### src/rtl/jstk_pkg.sv
// Shared definitions for the PmodJSTK responder: FSM states, frame sizing,
// LED command prefix and the response packing used by RTL and bench alike.
package jstk_pkg;

  localparam int FRAME_BITS = 40;
  localparam logic [5:0] CMD_LED_PREFIX = 6'b100000;

  typedef enum logic [1:0] {
    WAIT_HIGH = 2'd0,
    IDLE      = 2'd1,
    SHIFT     = 2'd2,
    DONE      = 2'd3
  } state_e;

  // Byte order on the wire: X low, X high, Y low, Y high, buttons.
  function automatic logic [FRAME_BITS-1:0] pack_response(input logic [9:0] x,
                                                          input logic [9:0] y,
                                                          input logic [2:0] b);
    return {x[7:0], 6'b000000, x[9:8], y[7:0], 6'b000000, y[9:8], 5'b00000, b};
  endfunction

endpackage

### src/rtl/spi_pin_sync.sv
// Multi-flop synchronizer for one asynchronous SPI pin, with registered
// single-cycle rise and fall pulses derived from the synchronized level.
module spi_pin_sync #(
  parameter int STAGES = 2
) (
  input  logic clk,
  input  logic rst,
  input  logic din,
  output logic dout,
  output logic rise,
  output logic fall
);

  logic [STAGES-1:0] sync_q, sync_d;
  logic              prev_q, prev_d;
  logic              rise_q, rise_d;
  logic              fall_q, fall_d;

  always_comb begin
    sync_d = {sync_q[STAGES-2:0], din};
    prev_d = sync_q[STAGES-1];
    rise_d = sync_q[STAGES-1] & ~prev_q;
    fall_d = ~sync_q[STAGES-1] & prev_q;
  end

  always_ff @(posedge clk) begin
    if (!rst) begin
      sync_q <= '0;
      prev_q <= 1'b0;
      rise_q <= 1'b0;
      fall_q <= 1'b0;
    end else begin
      sync_q <= sync_d;
      prev_q <= prev_d;
      rise_q <= rise_d;
      fall_q <= fall_d;
    end
  end

  assign dout = sync_q[STAGES-1];
  assign rise = rise_q;
  assign fall = fall_q;

endmodule

### src/rtl/jstk_responder.sv
// SPI mode-0 responder emulating the PmodJSTK: returns X/Y/buttons in a
// 5-byte frame and captures the first MOSI byte as an LED command.
module jstk_responder #(
  parameter int SYNC_STAGES = 2,
  parameter int FRAME_BITS  = jstk_pkg::FRAME_BITS
) (
  input  logic       clk,
  input  logic       rst,
  input  logic       sclk,
  input  logic       ss,
  input  logic       mosi,
  output logic       miso,
  input  logic [9:0] x_pos,
  input  logic [9:0] y_pos,
  input  logic [2:0] buttons,
  output logic [1:0] led,
  output logic [7:0] cmd_byte,
  output logic       frame_done,
  output logic       frame_error
);
  import jstk_pkg::*;

  localparam int CNT_W = $clog2(FRAME_BITS + 1);
  localparam logic [CNT_W-1:0] LAST_BIT = CNT_W'(FRAME_BITS - 1);
  localparam logic [CNT_W-1:0] CMD_BIT  = CNT_W'(7);
  localparam int RESP_BITS = jstk_pkg::FRAME_BITS;

  logic sclk_s, sclk_rise_s, sclk_fall_s;
  logic ss_s, ss_rise_s, ss_fall_s;
  logic mosi_s, unused_mosi_rise, unused_mosi_fall, unused_sclk_level;
  logic [RESP_BITS-1:0] resp_s;

  spi_pin_sync #(.STAGES(SYNC_STAGES)) u_sync_sclk (
    .clk(clk), .rst(rst), .din(sclk), .dout(unused_sclk_level), .rise(sclk_rise_s), .fall(sclk_fall_s)
  );
  spi_pin_sync #(.STAGES(SYNC_STAGES)) u_sync_ss (
    .clk(clk), .rst(rst), .din(ss), .dout(ss_s), .rise(ss_rise_s), .fall(ss_fall_s)
  );
  spi_pin_sync #(.STAGES(SYNC_STAGES)) u_sync_mosi (
    .clk(clk), .rst(rst), .din(mosi), .dout(mosi_s), .rise(unused_mosi_rise), .fall(unused_mosi_fall)
  );

  assign sclk_s = unused_sclk_level;
  assign resp_s = pack_response(x_pos, y_pos, buttons);

  // miso_q carries the bit on the wire; tx_shift_q holds the bits still to go.
  state_e               state_q, state_d;
  logic [RESP_BITS-2:0] tx_shift_q, tx_shift_d;
  logic [6:0]           rx_shift_q, rx_shift_d;
  logic [CNT_W-1:0]     bit_cnt_q, bit_cnt_d;
  logic [7:0]           cmd_rx_q, cmd_rx_d;
  logic [7:0]           cmd_byte_q, cmd_byte_d;
  logic [1:0]           led_q, led_d;
  logic                 miso_q, miso_d;
  logic                 done_q, done_d;
  logic                 err_q, err_d;

  always_comb begin
    state_d    = state_q;
    tx_shift_d = tx_shift_q;
    rx_shift_d = rx_shift_q;
    bit_cnt_d  = bit_cnt_q;
    cmd_rx_d   = cmd_rx_q;
    cmd_byte_d = cmd_byte_q;
    led_d      = led_q;
    miso_d     = miso_q;
    done_d     = 1'b0;
    err_d      = 1'b0;
    case (state_q)
      WAIT_HIGH: begin
        miso_d = 1'b0;
        if (ss_s) state_d = IDLE;
        else      state_d = WAIT_HIGH;
      end
      IDLE: begin
        if (ss_fall_s) begin
          tx_shift_d = resp_s[RESP_BITS-2:0];
          miso_d     = resp_s[RESP_BITS-1];
          rx_shift_d = '0;
          bit_cnt_d  = '0;
          state_d    = SHIFT;
        end else begin
          miso_d = 1'b0;
        end
      end
      SHIFT: begin
        // ss edges take priority; a coincident sclk edge is dropped.
        if (ss_rise_s) begin
          err_d   = 1'b1;
          miso_d  = 1'b0;
          state_d = IDLE;
        end else if (sclk_rise_s) begin
          rx_shift_d = {rx_shift_q[5:0], mosi_s};
          bit_cnt_d  = bit_cnt_q + CNT_W'(1);
          if (bit_cnt_q == CMD_BIT) cmd_rx_d = {rx_shift_q, mosi_s};
          else                      cmd_rx_d = cmd_rx_q;
          // cmd_byte and led commit only when the frame completes.
          if (bit_cnt_q == LAST_BIT) begin
            done_d     = 1'b1;
            cmd_byte_d = cmd_rx_q;
            if (cmd_rx_q[7:2] == CMD_LED_PREFIX) led_d = cmd_rx_q[1:0];
            else                                 led_d = led_q;
            state_d = DONE;
          end else begin
            state_d = SHIFT;
          end
        end else if (sclk_fall_s) begin
          miso_d     = tx_shift_q[RESP_BITS-2];
          tx_shift_d = {tx_shift_q[RESP_BITS-3:0], 1'b0};
        end else begin
          state_d = SHIFT;
        end
      end
      DONE: begin
        miso_d = 1'b0;
        if (ss_rise_s) state_d = IDLE;
        else           state_d = DONE;
      end
      default: begin
        miso_d  = 1'b0;
        state_d = WAIT_HIGH;
      end
    endcase
  end

  always_ff @(posedge clk) begin
    if (!rst) begin
      state_q    <= WAIT_HIGH;
      tx_shift_q <= '0;
      rx_shift_q <= '0;
      bit_cnt_q  <= '0;
      cmd_rx_q   <= 8'h00;
      cmd_byte_q <= 8'h00;
      led_q      <= 2'b00;
      miso_q     <= 1'b0;
      done_q     <= 1'b0;
      err_q      <= 1'b0;
    end else begin
      state_q    <= state_d;
      tx_shift_q <= tx_shift_d;
      rx_shift_q <= rx_shift_d;
      bit_cnt_q  <= bit_cnt_d;
      cmd_rx_q   <= cmd_rx_d;
      cmd_byte_q <= cmd_byte_d;
      led_q      <= led_d;
      miso_q     <= miso_d;
      done_q     <= done_d;
      err_q      <= err_d;
    end
  end

  assign miso        = miso_q;
  assign led         = led_q;
  assign cmd_byte    = cmd_byte_q;
  assign frame_done  = done_q;
  assign frame_error = err_q;

endmodule

### config.mk
export PLATFORM = sky130hd
export DESIGN_NAME = jstk_responder
export DESIGN_NICKNAME = d
export VERILOG_FILES = /design/src/rtl/jstk_pkg.sv /design/src/rtl/spi_pin_sync.sv /design/src/rtl/jstk_responder.sv
export SDC_FILE = /design/constraint.sdc
export NUM_CORES = 1
export LEC_CHECK = 0
export ABC_CLOCK_PERIOD_IN_PS = 2400
export CAP_MARGIN = 10
export CORE_ASPECT_RATIO = 2
export CORE_MARGIN = 5
export CORE_UTILIZATION = 50
export DETAILED_ROUTE_END_ITERATION = 12
export HOLD_SLACK_MARGIN = 0.08
export PLACE_DENSITY = 0.82
export SYNTH_ARGS = -nofsm -noshare
export SYNTH_HDL_FRONTEND = slang
export SYNTH_HIERARCHICAL = 1
export SYNTH_SLANG_ARGS = --single-unit
### constraint.sdc
create_clock -name clk -period 2.4 [get_ports clk]
set_input_delay 0.24 -clock clk [delete_from_list [all_inputs] [get_ports clk]]
set_output_delay 0.24 -clock clk [all_outputs]
set_load 0.02 [all_outputs]
==> After elaboration in Yosys (flattened, before gate mapping) <==
Index checks and enable logic that the tools add are counted.
{ "totals": {"output_inout_bits": 13, "wordCells": 86, "ff_bits": 87} }
{ "op_classes": {"n_addsub": 1, "n_reduce_logical": 12, "mux": 28, "n_eq_ne": 14, "bitwise": 12} }
{ "op_table": {"columns": ["op", "n"], "rows": [
  ["$mux 39", 4],
  ["$pmux 39 s2", 1],
  ["$mux 7", 3],
  ["$mux 6", 3],
  ["$pmux 7 s2", 1],
  ["$eq 6x6->1 const B", 2],
  ["$pmux 6 s2", 1],
  ["$reduce_and 4->1", 3],
  ["$mux 2", 5],
  ["$reduce_and 5->1", 2],
  ["$mux 1", 8],
  ["$not 1->1", 8],
  ["$pmux 2 s4", 1],
  ["$add 6x1->6 const B", 1],
  ["$eq 6x3->1 const B", 1],
  ["$ne 2x1->1 const B", 3],
  ["$reduce_and 2->1", 3],
  ["$and 1x1->1", 4],
  ["$eq 2x2->1 const B", 2],
  ["$ne 2x2->1 const B", 2],
  ["$ne 4x2->1 const B", 1],
  ["$reduce_or 4->1", 1],
  ["$ne 3x1->1 const B", 1],
  ["$ne 3x2->1 const B", 1],
  ["5 further kinds", 5]
]} }

==> Depth between registers and ports, before layout <==
{ "depth": {"depth_word": 5, "ltp_mapped": 7, "mapped_depth_nobuf": 5} }

==> Hierarchy <==
The synthesis kept the hierarchy.
{ "modules_own_cells": {"columns": ["mod", "area_per_inst_um2", "cells_each", "n_inst"], "rows": [
  ["jstk_responder", 3220.6, 331, 1],
  ["spi_pin_sync", 140.1, 10, 3]
]} }

==> Least setup slack after synthesis <==
Ideal clock, no wire load.
{ "synth_path": {"path_kind": "reg-to-reg", "startpoint": "register state_q[0]", "endpoint": "register led_q[0] (netlist: led[0])", "synth_period_minus_slack_ns": 1.647, "path_stages_with_launch": 7, "setup_slack_ns": 0.753, "t_arrival_ns": 1.576, "required_ns": 2.328, "path_cell_list": "dfxtp_1 buf_6 or3b_4 nor3_2 buf_6 and4b_4 mux2i_1"} }
{ "synth_between": {"elab_chain_cells": 2} }
{ "synth_lines": {"columns": ["item", "line_no", "text"], "rows": [
  ["from (decl)", "jstk_responder.sv:47", "state_e state_q, state_d;"],
  ["from (signal assigned)", "jstk_responder.sv:139", "state_q <= state_d;"],
  ["$eq 2x2->1", "jstk_responder.sv:69", "case (state_q)"],
  ["$reduce_and 5->1 (no source line)", null, null],
  ["to (signal assigned)", "jstk_responder.sv:145", "led_q <= led_d;"],
  ["to (decl)", "jstk_responder.sv:53", "logic [1:0] led_q, led_d;"]
]} }
No other way between the ends.
A chain may end at the register's enable or synchronous reset.

==> Worst setup path after layout <==
{ "layout_path": {"startpoint": "register state_q[1]", "endpoint": "register cmd_rx_q[4]"} }
{ "layout_between": {"elab_chain_cells": 2} }
{ "layout_lines": {"columns": ["item", "line_no", "text"], "rows": [
  ["$eq 2x2->1", "jstk_responder.sv:69", null],
  ["$reduce_and 4->1 (no source line)", null, null],
  ["to (signal assigned)", "jstk_responder.sv:143", "cmd_rx_q <= cmd_rx_d;"],
  ["to (decl)", "jstk_responder.sv:51", "logic [7:0] cmd_rx_q, cmd_rx_d;"]
]} }
No other way between the ends.

==> flow_metrics.env <==
export IMPL_arrival_ps=2130
export IMPL_cts_root_buf="clkbuf_16"
export IMPL_holdPathStages=4
export IMPL_numClockSinks=87
export IMPL_p_leak_uw=0.00169
export IMPL_num_vias=2519
export IMPL_io_pins=41
export IMPL_r2r_cells=4
export IMPL_fp_row_count=43
export IMPL_outcome="complete, no violations"
export IMPL_met3WireLength_um=226
export IMPL_grt_max_degree=87
export IMPL_top_layer="met4"
export IMPL_drtAntennaViolNets=0
export IMPL_cts_setup_buffers=0
export IMPL_wl_per_cell_um=13.2
export IMPL_core_sq_um=6940
export IMPL_vias_per_cell=5.26
export IMPL_p_per_area_nw_per_um2=708
export IMPL_fill_cells=569
export IMPL_synthCells=355
export IMPL_initial_utilization_pct=51.2
export IMPL_gr_total_overflow=0
export IMPL_grt_pass1_wl_um=10600
export IMPL_m1WireLength_um=2690
export IMPL_syn_num_nets=384
export IMPL_avgSynthCellArea_sq_um=10.0
export IMPL_met2_length_um=3250
export IMPL_regArea_sq_um=1740
export IMPL_cp_required_ps=2630
export IMPL_drive_gt1_share_pct=8.74
export IMPL_setup_slack_ps=498
export IMPL_slew_headroom_pct=39.1
export IMPL_die_x_um=69.6
export IMPL_place_ws_ps=515
export IMPL_hp_class="primary input to flip-flop"
export IMPL_max_cap_viol_count=0
export IMPL_fmax_ghz=0.526
export IMPL_drc=0
export IMPL_final_cell_area_sq_um=4340
export IMPL_firstDrtPassIters=4
export IMPL_tritoncts="yes"
export IMPL_ctsHoldBuffers=0
export IMPL_path_max_fanout=8
export IMPL_synth_cell_area_sq_um=3560
export IMPL_setup_viol=0
export IMPL_cts_made_buffers=9
export IMPL_start_kind="flip-flop"
export IMPL_dp_hpwl_um=4180
export IMPL_grt_usage_pct=14.6
export IMPL_final_common_cell="dfxtp_1"
export IMPL_finalMaxSlewViolations=0
export IMPL_numPortBuffers=40
export IMPL_globalplace_congestion=0.777
export IMPL_drt_wl_total_um=6340
export IMPL_worstSetupPathType="flip-flop to flip-flop"
export IMPL_fin_skew_ps=5.24
export IMPL_diodes=0
export IMPL_dieArea_sq_um=9000
export IMPL_fin_crit_sh_pct=79.3
export IMPL_placed_cell_area_sq_um=4010
export IMPL_syn_to_final_growth_pct=22.1
export IMPL_fp_dieH_um=129
export IMPL_worstMarginPinSlew_ps=914
export IMPL_ys_warn_count=6
export IMPL_grt_pass1_vias=2414
export IMPL_peakVddDrop_mv=0.454
export IMPL_htree_levels=3
export IMPL_period_minus_slack_ps=1900
export IMPL_layout_common_cells="dfxtp_1, nand2_1, mux2i_1, clkdlybuf4s50_1"
export IMPL_ctsResizeCount=0
export IMPL_hold_viol=0
export IMPL_totalPowerFinal_uw=3070
export IMPL_nets=413
export IMPL_end_kind="flip-flop"
export IMPL_timing_setup_tns_ps=0
export IMPL_rsz0062_at_grt="false"
export IMPL_clock_latency_ps=340
export IMPL_clockBufferDepth=2
export IMPL_clkSlewWorstSetupHoldPaths_ps=60
export IMPL_drt_iter0_markers=141
export IMPL_multi_input_area_sq_um=1690
export IMPL_antenna_found_initial=0
-- registers in the layout (all words and copies together) (netlist names) --
name,cells
u_sync_sclk/prev_q,1
u_sync_ss/rise,1
frame_done,1
u_sync_ss/sync_q,2
u_sync_ss/fall,1
bit_cnt_q,6
u_sync_sclk/sync_q,2
led,2
u_sync_ss/prev_q,1
state_q,2
cmd_rx_q,8
cmd_byte,8
frame_error,1
miso,1
u_sync_mosi/sync_q,2
rx_shift_q,7
tx_shift_q,39
u_sync_sclk/fall,1
u_sync_sclk/rise,1
-- through the flow --
stage | hold slack, ps | std cells | util [%]
floorplan | 372 | 355 | -
global placement | 429 | 463 | 57.8
detailed placement | 435 | 463 | 57.8
CTS | 385 | 479 | 62.6
global route | 420 | 479 | 62.6
finish | 396 | 479 | 62.6
-- layer usage --
layer	global-route usage (%)	vias up
met3	3.49	10
met5	0	-
met1	15.8	1188
met4	9.03	0
li1	-	1284
met2	25.5	37
-- power by group --
| group | total (uW) | internal (uW) | leakage (uW) | switching [uW] |
|---|---|---|---|---|
| registers | 1460 | 1450 | 0.000702 | 6.76 |
| logic | 102 | 65.9 | 0.000832 | 36.1 |
| clock network | 1510 | 965 | 0.000158 | 547 |
-- final timing paths --
path                                     from                          endpoint  slack [ps]
max                   state_q[1]$_SDFFE_PN0P_          cmd_rx_q[4]$_SDFFE_PN0P_         500
min                                       rst                 miso$_SDFFE_PN0P_         400
max reg2reg           state_q[1]$_SDFFE_PN0P_          cmd_rx_q[4]$_SDFFE_PN0P_         500
min reg2reg  u_sync_sclk/sync_q[0]$_SDFF_PN0_  u_sync_sclk/sync_q[1]$_SDFF_PN0_         450
-- area by class of cell --
class | count | share of cell area [%]
clock buffer | 11 | 5.82
timing repair buffer | 44 | 10.7
clock inverter | 5 | 1.84
multi-input combinational | 242 | 39.0
sequential | 87 | 40.1
tap | 90 | 2.59
-- worst max-delay path, cell delays in order, from the launching register on --
cell     delay (ps)
dfxtp_1         430
nor3b_1         480
and4_1          560
mux2i_1         250
nor2b_1          60
Note: power is estimated with default switching activity, not from simulation.
